## config.mk

```make
export PLATFORM = sky130hd
export DESIGN_NAME = window_buffer_flat
export DESIGN_NICKNAME = d
export VERILOG_FILES = /design/src/rtl/sobel_pkg.sv /design/src/rtl/window_buffer_if.sv /design/src/rtl/window_buffer.sv /design/src/flat_wrapper.sv
export SDC_FILE = /design/constraint.sdc
export NUM_CORES = 1
export LEC_CHECK = 0
export ABC_CLOCK_PERIOD_IN_PS = 3100
export CORE_MARGIN = 10
export CORE_UTILIZATION = 56
export DETAILED_ROUTE_END_ITERATION = 10
export HOLD_SLACK_MARGIN = 0.08
export PLACE_DENSITY = 0.86
export SLEW_MARGIN = 20
export SYNTH_ARGS = -nofsm -noshare
export SYNTH_HDL_FRONTEND = slang
export SYNTH_SLANG_ARGS = --single-unit
```

## constraint.sdc

```tcl
create_clock -name clk -period 3.1 [get_ports clk]
set_input_delay 0.775 -clock clk [delete_from_list [all_inputs] [get_ports clk]]
set_output_delay 0.775 -clock clk [all_outputs]
set_load 0.02 [all_outputs]
```

## src/rtl/sobel_pkg.sv

```systemverilog
// rtl/sobel_pkg.sv - shared types, constants and column/row shift helper for the 3x3 window buffer
package sobel_pkg;

  localparam int WIN_PIX = 9;
  localparam int PIX_W   = 8;

  typedef enum logic [1:0] {
    DIR_NONE  = 2'b00,
    DIR_RIGHT = 2'b01,
    DIR_LEFT  = 2'b10,
    DIR_DOWN  = 2'b11
  } dir_e;

  typedef enum logic [1:0] {
    ST_IDLE  = 2'd0,
    ST_FILL9 = 2'd1,
    ST_FILL3 = 2'd2
  } state_e;

  // Slide the window one step in 'dir' and insert 'line' (entry k at bits [8k+7:8k]) on the exposed edge.
  function automatic logic [WIN_PIX*PIX_W-1:0] shift_in(
    input logic [WIN_PIX*PIX_W-1:0] win,
    input logic [3*PIX_W-1:0]       line,
    input logic [1:0]               dir
  );
    logic [WIN_PIX*PIX_W-1:0] res;
    res = win;
    case (dir)
      DIR_RIGHT: begin
        for (int r = 0; r < 3; r++) begin
          for (int c = 0; c < 2; c++) begin
            res[PIX_W*(3*r+c) +: PIX_W] = win[PIX_W*(3*r+c+1) +: PIX_W];
          end
          res[PIX_W*(3*r+2) +: PIX_W] = line[PIX_W*r +: PIX_W];
        end
      end
      DIR_LEFT: begin
        for (int r = 0; r < 3; r++) begin
          for (int c = 1; c < 3; c++) begin
            res[PIX_W*(3*r+c) +: PIX_W] = win[PIX_W*(3*r+c-1) +: PIX_W];
          end
          res[PIX_W*(3*r) +: PIX_W] = line[PIX_W*r +: PIX_W];
        end
      end
      DIR_DOWN: begin
        for (int r = 0; r < 2; r++) begin
          for (int c = 0; c < 3; c++) begin
            res[PIX_W*(3*r+c) +: PIX_W] = win[PIX_W*(3*(r+1)+c) +: PIX_W];
          end
        end
        for (int c = 0; c < 3; c++) begin
          res[PIX_W*(6+c) +: PIX_W] = line[PIX_W*c +: PIX_W];
        end
      end
      default: res = win;
    endcase
    return res;
  endfunction

endpackage

```

## src/rtl/window_buffer_if.sv

```systemverilog
// rtl/window_buffer_if.sv - load-control, pixel stream and window output bundle
interface window_buffer_if;
  import sobel_pkg::*;

  logic                       start_fill9;
  logic                       start_fill3;
  logic [1:0]                 direction;
  logic [PIX_W-1:0]           pixel_in;
  logic                       pixel_valid;
  logic                       abort;
  logic [WIN_PIX*PIX_W-1:0]   window;
  logic                       window_valid;
  logic                       busy;
  logic                       err;

  modport master (
    output start_fill9, start_fill3, direction, pixel_in, pixel_valid, abort,
    input  window, window_valid, busy, err
  );

  modport slave (
    input  start_fill9, start_fill3, direction, pixel_in, pixel_valid, abort,
    output window, window_valid, busy, err
  );

endinterface

```

## src/rtl/window_buffer.sv

```systemverilog
// rtl/window_buffer.sv - 3x3 pixel window with full 9-pixel load and 3-pixel slide loads
// Optional sticky protocol-error flag is built when WINBUF_ERR_EN is defined.
module window_buffer
  import sobel_pkg::*;
(
  input logic            clk,
  input logic            n_reset,
  window_buffer_if.slave bus
);

  localparam logic [1:0] S_IDLE  = ST_IDLE;
  localparam logic [1:0] S_FILL9 = ST_FILL9;
  localparam logic [1:0] S_FILL3 = ST_FILL3;

  logic [1:0]               state_q,  state_d;
  logic [3:0]               count_q,  count_d;
  logic [1:0]               dir_q,    dir_d;
  logic [3*PIX_W-1:0]       shadow_q, shadow_d;
  logic [WIN_PIX*PIX_W-1:0] window_q, window_d;
  logic                     valid_q,  valid_d;

  always_comb begin
    state_d  = state_q;
    count_d  = count_q;
    dir_d    = dir_q;
    shadow_d = shadow_q;
    window_d = window_q;
    valid_d  = 1'b0;
    case (state_q)
      S_IDLE: begin
        if (bus.start_fill9) begin
          state_d = S_FILL9;
          count_d = 4'd0;
        end else if (bus.start_fill3 && (bus.direction != DIR_NONE)) begin
          state_d  = S_FILL3;
          count_d  = 4'd0;
          dir_d    = bus.direction;
          shadow_d = '0;
        end
      end
      S_FILL9: begin
        if (bus.abort) begin
          state_d  = S_IDLE;
          count_d  = 4'd0;
          shadow_d = '0;
        end else if (bus.pixel_valid) begin
          window_d[PIX_W*int'(count_q) +: PIX_W] = bus.pixel_in;
          if (count_q == 4'(WIN_PIX-1)) begin
            state_d = S_IDLE;
            valid_d = 1'b1;
          end else begin
            count_d = count_q + 4'd1;
          end
        end
      end
      S_FILL3: begin
        if (bus.abort) begin
          state_d  = S_IDLE;
          count_d  = 4'd0;
          shadow_d = '0;
        end else if (bus.pixel_valid) begin
          // Third pixel bypasses the shadow and lands with the other two in one update.
          if (count_q == 4'd2) begin
            window_d = shift_in(window_q, {bus.pixel_in, shadow_q[2*PIX_W-1:0]}, dir_q);
            state_d  = S_IDLE;
            valid_d  = 1'b1;
          end else begin
            shadow_d[PIX_W*int'(count_q) +: PIX_W] = bus.pixel_in;
            count_d = count_q + 4'd1;
          end
        end
      end
      default: state_d = S_IDLE;
    endcase
  end

  always_ff @(posedge clk or negedge n_reset) begin
    if (!n_reset) begin
      state_q  <= S_IDLE;
      count_q  <= 4'd0;
      dir_q    <= 2'b00;
      shadow_q <= '0;
      window_q <= '0;
      valid_q  <= 1'b0;
    end else begin
      state_q  <= state_d;
      count_q  <= count_d;
      dir_q    <= dir_d;
      shadow_q <= shadow_d;
      window_q <= window_d;
      valid_q  <= valid_d;
    end
  end

  assign bus.window       = window_q;
  assign bus.window_valid = valid_q;
  assign bus.busy         = (state_q != S_IDLE);

`ifdef WINBUF_ERR_EN
  logic err_q;
  logic err_set;

  assign err_set = ((state_q == S_IDLE) &&
                    (bus.pixel_valid ||
                     (!bus.start_fill9 && bus.start_fill3 && (bus.direction == DIR_NONE)))) ||
                   ((state_q != S_IDLE) && (bus.start_fill9 || bus.start_fill3));

  always_ff @(posedge clk or negedge n_reset) begin
    if (!n_reset) begin
      err_q <= 1'b0;
    end else begin
      err_q <= err_q | err_set;
    end
  end

  assign bus.err = err_q;
`else
  assign bus.err = 1'b0;
`endif

endmodule

```

## src/flat_wrapper.sv

```systemverilog
// flat-port wrapper written by rule: the top's interface ports become plain ports
module window_buffer_flat import sobel_pkg::*;
  (clk, n_reset, bus_start_fill9, bus_start_fill3, bus_direction, bus_pixel_in, bus_pixel_valid, bus_abort, bus_window, bus_window_valid, bus_busy, bus_err);
  window_buffer_if bus_i ();
  input logic clk;
  input logic n_reset;
  input wire logic [$bits(bus_i.start_fill9)-1:0] bus_start_fill9;
  input wire logic [$bits(bus_i.start_fill3)-1:0] bus_start_fill3;
  input wire logic [$bits(bus_i.direction)-1:0] bus_direction;
  input wire logic [$bits(bus_i.pixel_in)-1:0] bus_pixel_in;
  input wire logic [$bits(bus_i.pixel_valid)-1:0] bus_pixel_valid;
  input wire logic [$bits(bus_i.abort)-1:0] bus_abort;
  output wire logic [$bits(bus_i.window)-1:0] bus_window;
  output wire logic [$bits(bus_i.window_valid)-1:0] bus_window_valid;
  output wire logic [$bits(bus_i.busy)-1:0] bus_busy;
  output wire logic [$bits(bus_i.err)-1:0] bus_err;
  assign bus_i.start_fill9 = bus_start_fill9;
  assign bus_i.start_fill3 = bus_start_fill3;
  assign bus_i.direction = bus_direction;
  assign bus_i.pixel_in = bus_pixel_in;
  assign bus_i.pixel_valid = bus_pixel_valid;
  assign bus_i.abort = bus_abort;
  assign bus_window = bus_i.window;
  assign bus_window_valid = bus_i.window_valid;
  assign bus_busy = bus_i.busy;
  assign bus_err = bus_i.err;
  window_buffer u_core (.clk(clk), .n_reset(n_reset), .bus(bus_i));
endmodule
```

==> qor.yml <==
placed_design:
  hpwl_mm: 16.0
  io_buffers: 89
  gp_congestion: 1.02
yosys:
  syn-num-nets: 759
  avgSynthCellArea_um2: 8.82
  ys.flop_type: "dfrtp_1"
  yosysSeqAreaShare_pct: 37.5
  syn_area_um2: 6480
  synth_edf_count: 0
  ys_types: 50
  synthArstFlopShare_pct: 100
  ys_ff_latch: 97
  netlist_instances: 734
  ys_warn_count: 0
sta:
  fin_setup_tns_ns: 0
  period_needed_ns: 2.94
  slew_violations: 0
  fmax_mhz: 340
  rsz0062_at_grt: "no"
  finClkSkew_ns: 0.00778
  fin_crit_sh_pct: 94.9
  hold_viol: 0
  relSlewSlack_pct: 38.4
  setup_viol: 0
  tightestPinTransition_ns: 0.921
final_layout:
  layout_commonest_cell: "a21oi_1"
  mostFrequentLayoutCells: "a21oi_1 (120), dfrtp_1 (95), clkdlybuf4s50_1 (88)"
  finalNetCount: 822
  syn_to_final_growth_pct: 20.7
  regArea_um2: 2430
  multi_input_area_um2: 3640
  antenna_cells: 0
  layout-drive-gt1-share_pct: 9.73
  fillerInstances: 865
  utilization_pct: 68.7
power:
  power.density_nw_per_um2: 865
  intPower_mw: 3.67
  swShare_pct: 45.7
  switchingPower_mw: 3.09
  power.leakage_nw: 3.41
  seq_power_share_pct: 31.6
  clkPwrFrac_pct: 17.2
  p_comb_share_pct: 51.3
  vdd_drop_max_v: 0.00106
floorplan:
  die_area_um2: 16300
  core_area_um2: 11400
  std_cell_rows: 39
  die-width_um: 128
  start_util_pct: 57.0
  die_h_um: 128
  io-pin-count: 91
clock_network:
  clk_pin_slew_worst_paths_ns: 0.07
  cts_buffers: 9
  post-cts-setup-buffer-count: 0
  clock-sinks: 97
  clockBufferDepth: 2
  insertion_delay_ns: 0.36
  cts_tree: "built"
  cts_root_buf: "clkbuf_16"
  holdBufCountCts: 0
  htreeDepth: 3
drt:
  routed_wl_mm: 23.2
  via_per_inst: 6.88
  routed-via-count: 6504
  wl_per_cell_um: 24.6
  drtIter0Drc: 1281
  ant_nets: 0
  drc: 0
  drt_pass1_iterations: 7
critical_path:
  worstSetupPathType: "register to register"
  cp_data_arrival_time_ns: 3.14
  cp_max_fo: 8
  start_kind: "register"
  end_kind: "register"
  cp.required_ns: 3.30
grt:
  grt_max_degree: 77
  grt_pass1_wl_mm: 36.2
  grt_usage_pct: 28.0
  grt_pass1_vias: 6130
  globalRouteOverflowTotal: 0
  antenna_found_initial: 0
min_path:
  min_path_type: "primary input to asynchronous set/reset pin"
run:
  drv_cap: 0
status:
  status: "finished clean"
[sequential cells by signal (all words and copies together) (netlist names)]
| signal | flops |
|---|---|
| u_core.dir_q | 2 |
| u_core.state_q | 2 |
| u_core.bus.window_valid | 1 |
| u_core.bus.window | 72 |
| u_core.shadow_q | 16 |
| u_core.count_q | 4 |
[worst paths after layout]
path | cells past startpoint | endpoint | slack [ns] | start
worst max-delay path | 7 | u_core.shadow_q[1]$_DFFE_PN0P_ | 0.16 | u_core.count_q[1]$_DFFE_PN0P_
worst min-delay path | 1 | u_core.bus.window[67]$_DFFE_PN0P_ | 0.43 | n_reset
worst max register to register | 7 | u_core.shadow_q[1]$_DFFE_PN0P_ | 0.16 | u_core.count_q[1]$_DFFE_PN0P_
min in group clk | 2 | u_core.bus.window[11]$_DFFE_PN0P_ | 0.57 | u_core.bus.window[11]$_DFFE_PN0P_
max in group asynchronous | 2 | u_core.bus.window[13]$_DFFE_PN0P_ | 1.95 | n_reset
worst min register to register | 2 | u_core.bus.window[11]$_DFFE_PN0P_ | 0.57 | u_core.bus.window[11]$_DFFE_PN0P_
[power by group through the flow]
| stage | registers (mW) | clock network, mW | logic [mW] |
|---|---|---|---|
| after floorplan | 2.00 | 0 | 2.34 |
| after global placement | 2.10 | 0 | 3.30 |
| after detailed placement | 2.12 | 0 | 3.38 |
| after CTS | 2.10 | 1.17 | 3.41 |
| after global routing | 2.15 | 1.22 | 3.75 |
| final | 2.13 | 1.16 | 3.47 |
[per-stage QoR]
| step | hold slack [ns] | cell area (µm²) | std cells | setup slack [ns] | total power, mW |
|---|---|---|---|---|---|
| finish | 0.432 | 7820 | 945 | 0.158 | 6.76 |
| global route | 0.468 | 7820 | 945 | 0.0110 | 7.12 |
| floorplan | 0.479 | 6480 | 734 | 0.388 | 4.34 |
| CTS | 0.446 | 7810 | 945 | 0.199 | 6.67 |
| global placement | 0.556 | 7500 | 929 | 0.387 | 5.40 |
| detailed placement | 0.563 | 7500 | 929 | 0.204 | 5.49 |
[layout make-up]
type | instances | area share (%)
Tap cell | 143 | 2.29
Clock buffer | 11 | 3.23
Inverter | 43 | 2.06
Timing Repair Buffer | 113 | 14.0
Clock inverter | 5 | 0.688
Sequential cell | 97 | 31.2
Multi-Input combinational cell | 533 | 46.6
[critical path, stage by stage (launching register included)]
cell	delay (ns)
dfrtp_1	0.46
or3_1	0.43
inv_1	0.08
ha_1	0.25
nor4b_1	0.51
nand4b_1	0.23
a2111oi_4	0.62
o32ai_1	0.20
[cell usage after synthesis, types with 2 or more instances]
cell | instances | share of area [%]
a21oi_1 | 120 | 9.3
nor2b_1 | 6 | 0.58
clkbuf_1 | 41 | 2.4
buf_2 | 10 | 0.77
nor2_1 | 69 | 4.0
a211o_1 | 9 | 1.2
mux2i_1 | 81 | 13
dfrtp_1 | 97 | 37
or4_1 | 2 | 0.23
nor3_1 | 7 | 0.54
a2bb2oi_1 | 56 | 7.6
o32ai_1 | 9 | 1.2
o21ai_0 | 66 | 5.1
a21oi_2 | 8 | 1.1
ha_1 | 9 | 1.7
nand2b_1 | 2 | 0.19
a2111oi_4 | 2 | 0.85
buf_4 | 5 | 0.58
nand4_1 | 4 | 0.39
nand3_1 | 21 | 1.6
o211ai_1 | 6 | 0.70
nor3b_1 | 2 | 0.23
buf_1 | 5 | 0.29
nand2_1 | 10 | 0.58
or3_1 | 4 | 0.39
mux2_2 | 18 | 3.1
inv_1 | 42 | 2.4
[what timing repair did]
item                                    CTS  global route
hold endpoints to repair                  0             0
endpoints found under the setup margin    0             2
gates resized for setup                   0             1
[routing by layer]
| layer | global-route usage, % | part of all wire, % | vias to the layer above |
|---|---|---|---|
| met5 | 0 | 0 | - |
| li1 | - | - | 2811 |
| met4 | 12.4 | 4.6 | 0 |
| met3 | 9.59 | 14 | 93 |
| met1 | 36.0 | 38 | 3087 |
| met2 | 41.8 | 44 | 513 |
[cells by family (layout without fill, tap and decap cells)]
group,count (synthesis),count (layout),synth area share (%)
AOI/OAI and AO/OA,285,285,28.2
xor gates and xnor gates,2,2,0.270
adders and majority gates,9,9,1.74
buffers and inverters,104,172,6.51
DFF,97,97,37.5
muxes,99,99,15.6
other,1,1,0.0579
and+or+nand+nor,137,137,10.1
Note: power is estimated with default switching activity, not from simulation.
